### config.mk
export PLATFORM = sky130hd
export DESIGN_NAME = mac_operand_feeder
export DESIGN_NICKNAME = d
export VERILOG_FILES = /design/src/rtl/mac_pkg.sv /design/src/rtl/mac_operand_buf.sv /design/src/rtl/mac_operand_feeder.sv
export SDC_FILE = /design/constraint.sdc
export NUM_CORES = 1
export LEC_CHECK = 0
export ABC_AREA = 1
export CAP_MARGIN = 10
export CORE_MARGIN = 3
export CORE_UTILIZATION = 35
export DETAILED_ROUTE_END_ITERATION = 8
export GPL_TIMING_DRIVEN = 0
export SYNTH_ARGS = -nofsm -noshare
export SYNTH_HDL_FRONTEND = slang
export SYNTH_SLANG_ARGS = --single-unit
### constraint.sdc
create_clock -name clk -period 2.01 [get_ports clk]
set_input_delay 0.201 -clock clk [delete_from_list [all_inputs] [get_ports clk]]
set_output_delay 0.201 -clock clk [all_outputs]
set_load 0.005 [all_outputs]
### src/rtl/mac_pkg.sv
`default_nettype none
// ============================================================================
// Module      : mac_pkg
// Description : Shared types and default constants for the mac operand feeder
//               and the mac block it drives.
// Revision    : 1.0 - initial release
// ============================================================================
package mac_pkg;

    localparam int DEF_DATA_W  = 8;
    localparam int DEF_DEPTH   = 8;
    localparam int DEF_MAC_LAT = 1;

    // Feeder sequencing states
    typedef enum logic [1:0] {
        IDLE  = 2'd0,
        ISSUE = 2'd1,
        DRAIN = 2'd2,
        DONE  = 2'd3
    } feeder_state_t;

endpackage
`default_nettype wire

### src/rtl/mac_operand_buf.sv
`default_nettype none
// ============================================================================
// Module      : mac_operand_buf
// Description : DEPTH x (2*DATA_W) operand register file. One synchronous
//               write port, one combinational read port. Contents are not
//               reset.
// Revision    : 1.0 - initial release
// ============================================================================
module mac_operand_buf
    import mac_pkg::*;
#(
    parameter int DATA_W = DEF_DATA_W,
    parameter int DEPTH  = DEF_DEPTH,
    parameter int AW     = $clog2(DEPTH)
) (
    input  logic              clk,
    input  logic              wr_en,
    input  logic [AW-1:0]     wr_addr,
    input  logic [DATA_W-1:0] wr_a,
    input  logic [DATA_W-1:0] wr_b,
    input  logic [AW-1:0]     rd_addr,
    output logic [DATA_W-1:0] rd_a,
    output logic [DATA_W-1:0] rd_b
);

    logic [2*DATA_W-1:0] r_mem [DEPTH];

    // Store the operand pair {a, b} at the write index
    always_ff @(posedge clk) begin
        if (wr_en) begin
            r_mem[wr_addr] <= {wr_a, wr_b};
        end
    end

    assign rd_a = r_mem[rd_addr][2*DATA_W-1:DATA_W];
    assign rd_b = r_mem[rd_addr][DATA_W-1:0];

endmodule
`default_nettype wire

### src/rtl/mac_operand_feeder.sv
`default_nettype none
// ============================================================================
// Module      : mac_operand_feeder
// Description : Buffers two operand vectors and, on start, streams them
//               pair-by-pair into an external mac, driving accumulate so the
//               first pair restarts the sum. Captures mac_out after MAC_LAT
//               cycles and presents it as the dot-product result.
//               Optional macro FEEDER_OVF_EN adds a wide shadow accumulator
//               that flags when the true dot product exceeds DATA_W bits.
// Revision    : 1.0 - initial release
// ============================================================================
module mac_operand_feeder
    import mac_pkg::*;
#(
    parameter int DATA_W  = DEF_DATA_W,
    parameter int DEPTH   = DEF_DEPTH,
    parameter int MAC_LAT = DEF_MAC_LAT
) (
    input  logic                       clk,
    input  logic                       reset,
    input  logic                       wr_en,
    input  logic [$clog2(DEPTH)-1:0]   wr_addr,
    input  logic [DATA_W-1:0]          wr_a,
    input  logic [DATA_W-1:0]          wr_b,
    input  logic                       start,
    input  logic [$clog2(DEPTH):0]     len,
    output logic                       busy,
    output logic                       done,
    output logic [DATA_W-1:0]          result,
    output logic                       result_ovf,
    output logic [DATA_W-1:0]          mac_a,
    output logic [DATA_W-1:0]          mac_b,
    output logic                       mac_acc,
    input  logic [DATA_W-1:0]          mac_out
);

    localparam int AW = $clog2(DEPTH);
    localparam int LW = AW + 1;
    localparam int DW = 2;

    localparam logic [LW-1:0] c_depth      = LW'(DEPTH);
    localparam logic [DW-1:0] c_drain_last = DW'((MAC_LAT > 1) ? (MAC_LAT - 2) : 0);

    feeder_state_t r_state;
    feeder_state_t w_state_n;

    logic [LW-1:0]     r_cnt;
    logic [LW-1:0]     r_len;
    logic [DW-1:0]     r_drain;
    logic              r_busy;
    logic              r_done;
    logic [DATA_W-1:0] r_result;
    logic [DATA_W-1:0] r_mac_a;
    logic [DATA_W-1:0] r_mac_b;
    logic              r_mac_acc;

    logic [AW-1:0]     w_idx;
    logic              w_we;
    logic [LW-1:0]     w_len_clamp;
    logic [DATA_W-1:0] w_rd_a;
    logic [DATA_W-1:0] w_rd_b;
    logic [DATA_W-1:0] w_src_a;
    logic [DATA_W-1:0] w_src_b;
    logic              w_launch;
    logic              w_issue;
    logic              w_flush;
    logic              w_capture;

    assign w_idx       = r_cnt[AW-1:0];
    assign w_we        = wr_en & ~r_busy;
    assign w_len_clamp = (len > c_depth) ? c_depth : len;

    mac_operand_buf #(
        .DATA_W (DATA_W),
        .DEPTH  (DEPTH),
        .AW     (AW)
    ) u_buf (
        .clk     (clk),
        .wr_en   (w_we),
        .wr_addr (wr_addr),
        .wr_a    (wr_a),
        .wr_b    (wr_b),
        .rd_addr (w_idx),
        .rd_a    (w_rd_a),
        .rd_b    (w_rd_b)
    );

    // A write landing on the same edge as the first issue must be seen by the
    // pass, so forward write data when it targets the entry being read.
    assign w_src_a = (w_we && (wr_addr == w_idx)) ? wr_a : w_rd_a;
    assign w_src_b = (w_we && (wr_addr == w_idx)) ? wr_b : w_rd_b;

    // State register
    always_ff @(posedge clk) begin
        if (reset) begin
            r_state <= IDLE;
        end else begin
            r_state <= w_state_n;
        end
    end

    // Next-state and per-edge control decode
    always_comb begin
        w_state_n = r_state;
        w_launch  = 1'b0;
        w_issue   = 1'b0;
        w_flush   = 1'b0;
        w_capture = 1'b0;
        case (r_state)
            IDLE: begin
                if (start) begin
                    w_launch = 1'b1;
                    if (w_len_clamp == '0) begin
                        w_state_n = DONE;
                    end else begin
                        w_issue   = 1'b1;
                        w_state_n = ISSUE;
                    end
                end
            end
            ISSUE: begin
                if (r_cnt < r_len) begin
                    w_issue = 1'b1;
                end else begin
                    // All pairs issued: park operands, wait out the mac latency
                    w_flush   = 1'b1;
                    w_state_n = (MAC_LAT > 1) ? DRAIN : DONE;
                end
            end
            DRAIN: begin
                if (r_drain == c_drain_last) begin
                    w_state_n = DONE;
                end
            end
            DONE: begin
                // This edge is the capture edge; mac_out holds the final sum
                w_capture = 1'b1;
                w_state_n = IDLE;
            end
            default: begin
                w_state_n = IDLE;
            end
        endcase
    end

    // Counters, operand registers and result capture
    always_ff @(posedge clk) begin
        if (reset) begin
            r_cnt     <= '0;
            r_len     <= '0;
            r_drain   <= '0;
            r_busy    <= 1'b0;
            r_done    <= 1'b0;
            r_result  <= '0;
            r_mac_a   <= '0;
            r_mac_b   <= '0;
            r_mac_acc <= 1'b0;
        end else begin
            r_done <= w_capture;
            if (w_launch) begin
                r_len  <= w_len_clamp;
                r_busy <= 1'b1;
            end
            if (w_issue) begin
                r_mac_a   <= w_src_a;
                r_mac_b   <= w_src_b;
                r_mac_acc <= (r_cnt != '0);
                r_cnt     <= r_cnt + 1'b1;
            end
            if (w_flush) begin
                r_mac_a   <= '0;
                r_mac_b   <= '0;
                r_mac_acc <= 1'b0;
                r_cnt     <= '0;
                r_drain   <= '0;
            end
            if (r_state == DRAIN) begin
                r_drain <= r_drain + 1'b1;
            end
            if (w_capture) begin
                r_busy   <= 1'b0;
                r_result <= (r_len == '0) ? '0 : mac_out;
            end
        end
    end

`ifdef FEEDER_OVF_EN
    localparam int SW = 2 * DATA_W + AW;
    localparam logic [SW-1:0] c_ovf_lim = SW'(1) << DATA_W;

    logic [SW-1:0] r_shadow;
    logic          r_ovf;
    logic [SW-1:0] w_prod;

    assign w_prod = SW'(w_src_a) * SW'(w_src_b);

    // Full-precision running sum of issued products; flags results that wrapped
    always_ff @(posedge clk) begin
        if (reset) begin
            r_shadow <= '0;
            r_ovf    <= 1'b0;
        end else begin
            if (w_launch) begin
                r_ovf    <= 1'b0;
                r_shadow <= w_issue ? w_prod : '0;
            end else if (w_issue) begin
                r_shadow <= r_shadow + w_prod;
            end
            if (w_capture) begin
                r_ovf <= (r_shadow >= c_ovf_lim);
            end
        end
    end

    assign result_ovf = r_ovf;
`else
    assign result_ovf = 1'b0;
`endif

    assign busy    = r_busy;
    assign done    = r_done;
    assign result  = r_result;
    assign mac_a   = r_mac_a;
    assign mac_b   = r_mac_b;
    assign mac_acc = r_mac_acc;

endmodule
`default_nettype wire

==> flow_summary.yaml <==
global_route:
  grt_pass1_wl_um: 29200
  track_usage_pct: 17.4
  antenna_found_initial: 0
  grt_pass1_vias: 5007
  grt_overflow: 0
  grt_max_degree: 17
yosys:
  syn_nets: 791
  yosysTopAreaCellShare_pct: 52.6
  avgSynthCellArea_um2: 9.81
  syn_inst: 745
  netlist_top_cells_area: "edfxtp_1 53%, nand2_1 11%, dfxtp_1 11%"
  synthTopCellsByCount: "209 x nand2_1, 128 x edfxtp_1, 98 x nor2_1"
  synth_edf_count: 128
  ys_types: 29
  synth.most_common_cell: "nand2_1"
  synth_seq_area_share_pct: 63.3
  synth_largest_area_cell: "edfxtp_1"
  synth_flop_cell: "edfxtp_1"
  async_flop_share_pct: 0
  ys_ff_latch: 167
  synth-warning-count: 0
  netlist_area_um2: 7310
drt:
  first_pass_iters: 5
  vias_per_cell: 4.80
  drt_iter0_drc: 501
  avgRoutedWirePerCell_um: 17.1
  totalWireLength_um: 19100
  vias: 5345
  drc: 0
  ant_nets: 0
placed_design:
  globalplace.congestion: 0.782
  hpwl_um: 12400
  port-buffer-count: 60
  dp.cells: 1083
timing:
  timing.final.crit_period_ns: 1.87
  rsz0062_at_grt: "no"
  finalClockSkew_ns: 0.00845
  fmax_ghz: 0.535
  min_period_over_period_pct: 93.0
  setup_violations: 0
  hold_slack_ns: 0.104
  finalHoldViolCount: 0
  relSlewSlack_pct: 53.9
  worst_pin_slew_ns: 0.692
  drv_slew: 0
power_and_ir_drop:
  p_seq_share_pct: 37.9
  p_sw_share_pct: 35.5
  p_clk_share_pct: 26.8
  combPwrFrac_pct: 35.3
  pwr_density_cell_nw_per_um2: 1230
  p_int_mw: 7.13
  vdd_drop_max_uv: 487
  power.leakage_nw: 3.61
  p_switching_mw: 3.93
critical_path:
  regToRegEndpoint: "u_buf.r_mem[0][14]"
  cp-start-kind: "register"
  r2r-start: "busy"
  setup.worst_path.end: "u_buf.r_mem[0][14]"
  cp.arrival_ns: 2.01
  worstSetupStartpoint: "busy"
  crit_path_end_kind: "register"
  rrSetupSlack_ns: 0.14
  cp.required_ns: 2.15
  r2r.worst_path.cells: 4
  critical_path.max_fanout: 9
  worst-setup-path-type: "reg2reg"
layout:
  num-nets-final: 877
  antenna_cells: 0
  area_delta_synth_final_pct: 22.7
  fillers: 1948
  final_cells: 1114
  drive_gt1_share_pct: 11.3
floorplanning:
  initial_core_util_pct: 35.9
  floorplan.rows: 52
  die_area_um2: 22600
  num_io_pins: 63
  core-area_um2: 20400
  chipWidth_um: 150
  fp.dieH_um: 150
worst_hold_path:
  hp-class: "in2reg"
clocking:
  cts_tree: "done"
  clk_pin_slew_ns: 0.06
  cts_hold_buffers: 0
  cts-root-buf: "clkbuf_16"
  cts_max_level: 4
  worstSkewPairLatency_ns: 0.43
  post_cts_buffers: 0
  clock-sinks: 167
  post_cts_resize_count: 0
  max-clock-path-buffers: 2
  cts_buffers: 17
run:
  cap_violations: 0
outcome:
  outcome: "finished, final reports clean"
logic make-up (layout without fill, tap and decap cells):
logic type,Yosys count,count (layout),share of synthesized area [%]
AOI/OAI and AO/OA,40,40,3.44
and+or+nand+nor,419,419,24.5
buffers and inverters,105,204,6.58
xor gates and xnor gates,2,2,0.240
DFF,167,167,63.3
other,1,1,0.0513
adders and majority gates,11,11,1.88
sequential cells by signal, indices dropped and copies added, names as in the netlist:
name and cells:
busy 1, done 1, mac_a 8, mac_acc 1
mac_b 8, r_cnt 4, r_drain 2, r_len 4
r_state 2, result 8, u_buf.r_mem 128
metrics by stage:
step	utilization (%)	setup TNS [ns]	setup slack [ns]	total power, mW	instance area (um^2)
finish	44.0	0	0.141	11.1	8960
global route	44.0	0	0.0519	11.7	8960
CTS	44.0	0	0.0674	11.1	8960
detailed placement	41.4	-6.69	-0.206	8.13	8420
global placement	40.5	-110.47	-0.918	8.08	8240
floorplan	-	0	0.333	6.65	7310
power by group through the flow:
stage                     logic (mW)  registers, mW  clock network (mW)
after global placement          3.81           4.27                   0
final                           3.90           4.19                2.96
after CTS                       3.89           4.19                3.00
after floorplan                 2.41           4.23                   0
after detailed placement        3.87           4.26                   0
after global routing            4.35           4.22                3.14
layout make-up:
type | instances | area, um^2 | area share (%)
Buffer | 35 | 213 | 2.37
Sequential cell | 167 | 4620 | 51.6
Inverter | 69 | 267 | 2.97
Clock inverter | 12 | 78.8 | 0.880
Timing Repair Buffer | 68 | 758 | 8.46
Tap cell | 270 | 338 | 3.77
Clock buffer | 20 | 457 | 5.10
Multi-Input combinational cell | 473 | 2230 | 24.8
metal layers:
layer	track usage, %	wire (um)
met3	3.55	1380
met5	0	0
met1	24.0	8580
met2	27.2	8610
met4	6.77	525
worst min-delay path by stage:
stage / start / endpoint / cells past startpoint
2_1_floorplan: wr_b[0] / u_buf.r_mem[0][0] / 0
4_1_cts: reset / r_len[1] / 2
6_report: reset / r_len[2] / 2
3_3_place_gp: result[1] / result[1] / 1
5_1_grt: reset / r_len[2] / 2
3_5_place_dp: r_drain[0] / r_drain[0] / 1
worst max-delay path, cell delays in order (launching register included):
cell and delay (ns):
dfxtp_1 0.33, nor2_1 0.24, nand2_1 0.23, nor2_2 0.54, buf_8 0.23
cell usage in the layout, fill, tap and decap left out, types with 2 or more instances in the layout:
master	Yosys	routed
nor2_2	0	10
inv_4	3	3
nor2_1	98	88
clkinv_4	0	3
nand3b_1	17	17
ha_1	11	11
inv_2	2	2
inv_1	64	64
clkbuf_1	10	8
buf_2	12	11
a22oi_1	3	3
a32o_1	8	8
or2_2	10	10
nand2_1	209	209
clkbuf_2	0	3
buf_6	4	4
edfxtp_1	128	128
buf_16	0	3
a21oi_1	5	5
buf_8	0	5
clkinvlp_4	0	2
buf_4	9	9
dfxtp_1	39	39
o21ai_0	22	22
clkdlybuf4s50_1	0	60
nand2_2	2	2
clkbuf_16	0	17
nand2_4	2	2
nand3_1	79	79
clkinv_2	0	5
clkbuf_8	0	2
Note: power is estimated with default switching activity, not from simulation.
